==> src/rtl/psec_pkg.sv <==
// Shared types and default parameters for the PSEC SCA sequencer.
// State encoding is fixed because STATE is read back over the readout path.
package psec_pkg;

  typedef enum logic [2:0] {
    INIT      = 3'd0,
    STOPPED   = 3'd1,
    SAMPLING  = 3'd2,
    SLOW_ONLY = 3'd3,
    READOUT   = 3'd4
  } state_t;

  localparam int N_BANKS_DEF     = 4;
  localparam int CNT_W_DEF       = 10;
  localparam int SER_W_DEF       = 8;
  localparam int SYNC_STAGES_DEF = 2;

  function automatic int ceil_div(input int num, input int den);
    return (num + den - 1) / den;
  endfunction

endpackage

==> src/rtl/psec_cnt_serializer.sv <==
// Counter snapshot register, chunk select and LSB-first shifter.
// The snapshot is zero-padded up to a whole number of serial chunks.
module psec_cnt_serializer
  import psec_pkg::*;
#(
  parameter int N_BANKS = N_BANKS_DEF,
  parameter int CNT_W   = CNT_W_DEF,
  parameter int SER_W   = SER_W_DEF,
  parameter int NCHUNK  = ceil_div((N_BANKS + 1) * CNT_W, SER_W),
  parameter int SW      = $clog2(NCHUNK + 1)
) (
  input  logic                           clk,
  input  logic                           rst,
  input  logic                           stop,
  input  logic [(N_BANKS+1)*CNT_W-1:0]   cnt,
  input  logic [SW-1:0]                  sel,
  input  logic                           load,
  input  logic                           shift,
  output logic                           cnt_ser
);

  localparam int SNAP_W = NCHUNK * SER_W;

  logic [SNAP_W-1:0] snapshot;
  logic [SER_W-1:0]  sreg;
  logic [SER_W-1:0]  chunk;

  // Chunk mux: a select past the last chunk shifts everything out, giving zero.
  always_comb begin
    chunk = SER_W'(snapshot >> (SER_W * int'(sel)));
  end

  // Snapshot capture and shifter; load takes precedence over shift.
  always_ff @(posedge clk) begin
    if (rst) begin
      snapshot <= '0;
      sreg     <= '0;
      cnt_ser  <= 1'b0;
    end else begin
      if (stop) begin
        snapshot <= SNAP_W'(cnt);
      end
      if (load) begin
        sreg    <= chunk;
        cnt_ser <= 1'b0;
      end else if (shift) begin
        cnt_ser <= sreg[0];
        sreg    <= {1'b0, sreg[SER_W-1:1]};
      end
    end
  end

endmodule

==> src/rtl/psec_sca_sequencer.sv <==
// SCA bank sequencer: discriminator synchroniser, group-stepping FSM and
// registered trigger decode; counter readout is delegated to the serializer.
module psec_sca_sequencer
  import psec_pkg::*;
#(
  parameter  int N_BANKS     = N_BANKS_DEF,
  parameter  int CNT_W       = CNT_W_DEF,
  parameter  int SER_W       = SER_W_DEF,
  parameter  int SYNC_STAGES = SYNC_STAGES_DEF,
  localparam int GW          = $clog2($clog2(N_BANKS) + 1),
  localparam int NCHUNK      = ceil_div((N_BANKS + 1) * CNT_W, SER_W),
  localparam int SW          = $clog2(NCHUNK + 1),
  localparam int HW          = $clog2(N_BANKS + 1)
) (
  input  logic                         CLK,
  input  logic                         RST,
  input  logic                         INST_START,
  input  logic                         INST_STOP,
  input  logic                         INST_READOUT,
  input  logic [GW-1:0]                GROUP_LOG2,
  input  logic                         DISCRIMINATOR_OUTPUT,
  input  logic [(N_BANKS+1)*CNT_W-1:0] CNT,
  input  logic [SW-1:0]                SELECT_REG,
  input  logic                         LOAD_CNT_SER,
  input  logic                         SER_SHIFT,
  output logic [N_BANKS-1:0]           TRIG,
  output logic [N_BANKS-1:0]           TRIGC,
  output logic                         TRIGE,
  output logic [2:0]                   STATE,
  output logic [HW-1:0]                HIT_COUNT,
  output logic                         CNT_SER
);

  localparam int LOG2N = $clog2(N_BANKS);
  // ptr + G reaches at most 2*N_BANKS-1, so one extra bit covers it.
  localparam int PW = LOG2N + 1;
  localparam logic [HW-1:0] HMAX = '1;

  logic [SYNC_STAGES-1:0] sync;
  logic                   sync_prev;
  logic                   disc_edge;

  state_t            state, nxt_state;
  logic [PW-1:0]     ptr, nxt_ptr, g, nxt_g, adv_ptr, nxt_end;
  logic [HW-1:0]     nxt_hit;
  logic [N_BANKS-1:0] nxt_trig, nxt_trigc;
  logic              nxt_trige;

  // Discriminator synchroniser plus one extra stage for rising-edge detect.
  always_ff @(posedge CLK) begin
    if (RST) begin
      sync      <= '0;
      sync_prev <= 1'b0;
    end else begin
      sync      <= {sync[SYNC_STAGES-2:0], DISCRIMINATOR_OUTPUT};
      sync_prev <= sync[SYNC_STAGES-1];
    end
  end

  assign disc_edge = sync[SYNC_STAGES-1] & ~sync_prev;

  // Command priority: START > STOP > READOUT > discriminator edge.
  always_comb begin
    nxt_state = state;
    nxt_ptr   = ptr;
    nxt_g     = g;
    nxt_hit   = HIT_COUNT;
    adv_ptr   = ptr + g;
    if (INST_START) begin
      nxt_state = SAMPLING;
      nxt_ptr   = '0;
      nxt_hit   = '0;
      if (int'(GROUP_LOG2) > LOG2N) begin
        nxt_g = PW'(N_BANKS);
      end else begin
        nxt_g = PW'(1) << GROUP_LOG2;
      end
    end else if (INST_STOP) begin
      nxt_state = STOPPED;
    end else if (INST_READOUT) begin
      nxt_state = READOUT;
    end else if (disc_edge && (state == SAMPLING)) begin
      nxt_ptr = adv_ptr;
      if (HIT_COUNT != HMAX) begin
        nxt_hit = HIT_COUNT + HW'(1);
      end else begin
        nxt_hit = HIT_COUNT;
      end
      if (int'(adv_ptr) >= N_BANKS) begin
        nxt_state = SLOW_ONLY;
      end else begin
        nxt_state = SAMPLING;
      end
    end else begin
      nxt_state = state;
    end
  end

  // Trigger decode from the next state so the strobes are registered with it.
  always_comb begin
    nxt_trig  = '1;
    nxt_trigc = '1;
    nxt_trige = 1'b1;
    nxt_end   = nxt_ptr + nxt_g;
    case (nxt_state)
      SAMPLING: begin
        nxt_trige = 1'b0;
        for (int i = 0; i < N_BANKS; i++) begin
          if (PW'(i) < nxt_ptr) begin
            nxt_trig[i]  = 1'b1;
            nxt_trigc[i] = 1'b1;
          end else if (PW'(i) < nxt_end) begin
            nxt_trig[i]  = 1'b0;
            nxt_trigc[i] = 1'b0;
          end else begin
            nxt_trig[i]  = 1'b1;
            nxt_trigc[i] = 1'b0;
          end
        end
      end
      SLOW_ONLY: nxt_trige = 1'b0;
      default:   nxt_trige = 1'b1;
    endcase
  end

  // Sequencer FSM with registered outputs.
  always_ff @(posedge CLK) begin
    if (RST) begin
      state     <= INIT;
      ptr       <= '0;
      g         <= PW'(1);
      HIT_COUNT <= '0;
      TRIG      <= '1;
      TRIGC     <= '1;
      TRIGE     <= 1'b1;
    end else begin
      state     <= nxt_state;
      ptr       <= nxt_ptr;
      g         <= nxt_g;
      HIT_COUNT <= nxt_hit;
      TRIG      <= nxt_trig;
      TRIGC     <= nxt_trigc;
      TRIGE     <= nxt_trige;
    end
  end

  assign STATE = state;

  psec_cnt_serializer #(
    .N_BANKS (N_BANKS),
    .CNT_W   (CNT_W),
    .SER_W   (SER_W),
    .NCHUNK  (NCHUNK),
    .SW      (SW)
  ) u_ser (
    .clk     (CLK),
    .rst     (RST),
    .stop    (INST_STOP & ~INST_START),
    .cnt     (CNT),
    .sel     (SELECT_REG),
    .load    (LOAD_CNT_SER),
    .shift   (SER_SHIFT),
    .cnt_ser (CNT_SER)
  );

endmodule

==> config.mk <==
export PLATFORM = sky130hd
export DESIGN_NAME = psec_sca_sequencer
export DESIGN_NICKNAME = d
export VERILOG_FILES = /design/src/rtl/psec_pkg.sv /design/src/rtl/psec_cnt_serializer.sv /design/src/rtl/psec_sca_sequencer.sv
export SDC_FILE = /design/constraint.sdc
export NUM_CORES = 1
export LEC_CHECK = 0
export CORE_MARGIN = 3
export CORE_UTILIZATION = 50
export CTS_CLUSTER_SIZE = 16
export DETAILED_ROUTE_END_ITERATION = 8
export HOLD_SLACK_MARGIN = 0.1
export PLACE_DENSITY_LB_ADDON = 0.2
export SLEW_MARGIN = 10
export SYNTH_ARGS = -nofsm -noshare
export SYNTH_HDL_FRONTEND = slang
export SYNTH_HIERARCHICAL = 1
export SYNTH_SLANG_ARGS = --single-unit
export TNS_END_PERCENT = 100
==> constraint.sdc <==
create_clock -name CLK -period 3.2 [get_ports CLK]
set_input_delay 0.96 -clock CLK [delete_from_list [all_inputs] [get_ports CLK]]
set_output_delay 0.96 -clock CLK [all_outputs]
set_load 0.05 [all_outputs]
==> out/metrics.cfg <==
[die]
dieWidth_um=91.1
io_pins=79
fp.coreArea_mm2=0.00691
die_area_mm2=0.00830
rows=30
fp.dieH_um=91.1
initial_core_util_pct=52.5

[final_layout]
fillers=611
drive_gt1_share_pct=8.93
diodes=0
area_growth_pct=30.4
final_cells=544
fin_nets=513
fin_util_pct=68.4
stdcell_area_mm2=0.00473

[timing]
clock_skew_ns=0.00744
finalSetupViolCount=0
period_share_pct=92.4
tns_ns=0
max_freq_mhz=338
rsz0062_at_grt=no
post-route-min-period_ns=2.96
report.final.slew_viol_count=0
setup_ws_ns=0.243
slew_headroom_pct=59.5
tightestPinTransition_ns=0.607
fin_hold_ws_ns=0.450
final_hold_viol_count=0

[clock_tree]
htree_levels=3
root_buffer=clkbuf_8
clock-sinks=83
cts-resized-gates=0
cts_setup_buffers=0
clock_path_buffers=2
clkTransAtPathRegs_ns=0.08
cts_tree=built
clk_latency_ns=0.34
postCtsHoldBufs=0
cts_buffers=9

[hold_path]
worstHoldPathType=flip-flop to flip-flop

[yosys]
synth-seq-area-share_pct=45.9
avgSynthCellArea_um2=9.95
synth.distinct_cells=45
yosys_warnings=6
ys_seq_elements=83
synth_nets=433
synth_area_mm2=0.00362
syn_inst=364

[placement]
placed_area_mm2=0.00452
dp.cells=529
hpwl_mm=5.78
io_buffers=78
gp_congestion=0.821
pre_cts_ws_ns=-0.120

[setup_path]
cp_max_fo=4
crit_type=input port to flip-flop
start_kind=input port
crit_required_ns=3.43
endpoint_kind=flip-flop
cp.arrival_ns=3.19

[global_routing]
grt_pass1_vias=2765
grt_pass1_wl_mm=13.4
grt_start_max_net_pins=62
grt-ovfl-total=0
track_usage_pct=19.9
grt_antenna_before_repair=0

[drt]
wl_per_cell_um=14.9
drt-vias-per-instance=5.20
ant_nets=0
initialDrtViolationCount=102
drt_drc_violations_left=0
wl_mm=8.09
first_pass_iters=4
num_vias=2829

[power_and_ir_drop]
p_leak_nw=1.89
peakVddDrop_uv=328
finalPower_mw=2.24
power_density_mw_per_mm2=473

[outcome]
status=finished, final reports clean

[job]
cap_violations=0

worst paths after layout:
path                      from  endpoint  slack (ns)  cells past startpoint
hold reg to reg        sync[0]   sync[1]        0.45                      1
hold / removal         sync[0]   sync[1]        0.45                      1
setup reg to reg        ptr[0]   TRIG[2]        0.68                      9
setup / recovery  INST_READOUT   TRIG[2]        0.24                     10
cells in the mapped netlist (all sizes together):
| cell type | count | area share (%) |
|---|---|---|
| nand3b | 1 | 0.21 |
| a221oi | 1 | 0.24 |
| nand3 | 3 | 0.41 |
| nand2b | 3 | 0.72 |
| ha | 5 | 1.7 |
| xnor2 | 6 | 1.5 |
| nor4 | 1 | 0.17 |
| fa | 1 | 0.55 |
| nand4bb | 1 | 0.31 |
| a221o | 1 | 0.28 |
| nor2b | 9 | 1.6 |
| o221ai | 2 | 0.48 |
| inv | 6 | 0.62 |
| a21oi | 7 | 0.97 |
| mux2 | 6 | 1.9 |
| or3 | 1 | 0.17 |
| nand2 | 6 | 0.69 |
| nor2 | 70 | 7.3 |
| dfxtp | 83 | 46 |
| a311oi | 1 | 0.24 |
| clkbuf | 12 | 1.3 |
| nor3 | 8 | 1.4 |
| xnor3 | 1 | 0.62 |
| a211o | 2 | 0.48 |
| mux2i | 77 | 21 |
| buf | 12 | 2.2 |
| or2 | 6 | 1.0 |
| a211oi | 2 | 0.41 |
| and4bb | 1 | 0.35 |
| o22ai | 13 | 2.2 |
| a31oi | 2 | 0.35 |
| o21ai | 11 | 1.5 |
| o211ai | 1 | 0.59 |
| a21o | 1 | 0.21 |
| xor2 | 1 | 0.24 |
kinds of logic (layout without fill, tap and decap cells):
kind of cell | Yosys count | after routing | synth area share (%)
flip-flops | 83 | 83 | 45.9
adder cells (fa/ha/maj) | 6 | 6 | 2.28
AND/OR/NAND/NOR | 110 | 110 | 14.3
buffers and inverters | 30 | 114 | 4.14
XOR/XNOR | 8 | 8 | 2.31
multiplexers | 83 | 83 | 23.1
AO/OA/AOI/OAI | 44 | 44 | 8.01
where the power goes:
group          total [mW]  switching (mW)  internal, mW
Clock               0.805           0.347         0.458
Sequential           1.11          0.0255          1.08
Combinational       0.325           0.156         0.168
Total                2.24           0.529          1.71
critical path, cell delays in order:
cell and delay, ns:
clkdlybuf4s50_1 0.44, nor3_2 0.27, buf_4 0.15, nand3_1 0.09, a21oi_1 0.22, xor2_1 0.11, ha_1 0.20, a311oi_1 0.24
xnor2_1 0.18, a221o_1 0.32
placed cells by master, fill, tap and decap left out, types with 5 or more instances in the layout:
| master | netlist | layout |
|---|---|---|
| ha_1 | 5 | 5 |
| inv_1 | 6 | 5 |
| mux2i_1 | 77 | 77 |
| buf_4 | 1 | 14 |
| dfxtp_1 | 83 | 83 |
| clkdlybuf4s50_1 | 0 | 77 |
| o22ai_1 | 13 | 13 |
| a21oi_1 | 7 | 7 |
| clkbuf_8 | 0 | 10 |
| nor2_1 | 70 | 70 |
| o21ai_1 | 5 | 5 |
| nand2_1 | 5 | 5 |
| nor2b_1 | 9 | 9 |
| o21ai_0 | 6 | 6 |
| nor3_1 | 6 | 6 |
| xnor2_1 | 6 | 6 |
per-layer routing:
metal,GRT usage [%],wire length (um)
met1,27.0,3780
met4,6.78,55
met2,31.5,3780
met3,4.39,476
met5,0,0
registers in the layout (all words and copies together), names as in the netlist, 3 cells and up:
register	cells
g	3
TRIG	4
HIT_COUNT	3
u_ser/sreg	8
ptr	3
STATE	3
u_ser/snapshot	50
TRIGC	4
area by class of cell:
cell class	count	area [um2]	area share, %
clock buffers	13	149	3.15
clock inverters	2	60.1	1.27
inverters	6	22.5	0.477
multi-input cells	251	1810	38.3
flip-flops and latches	83	1660	35.2
well taps	96	120	2.54
repair buffers	93	901	19.1
Power figures use the tool's default switching activity.
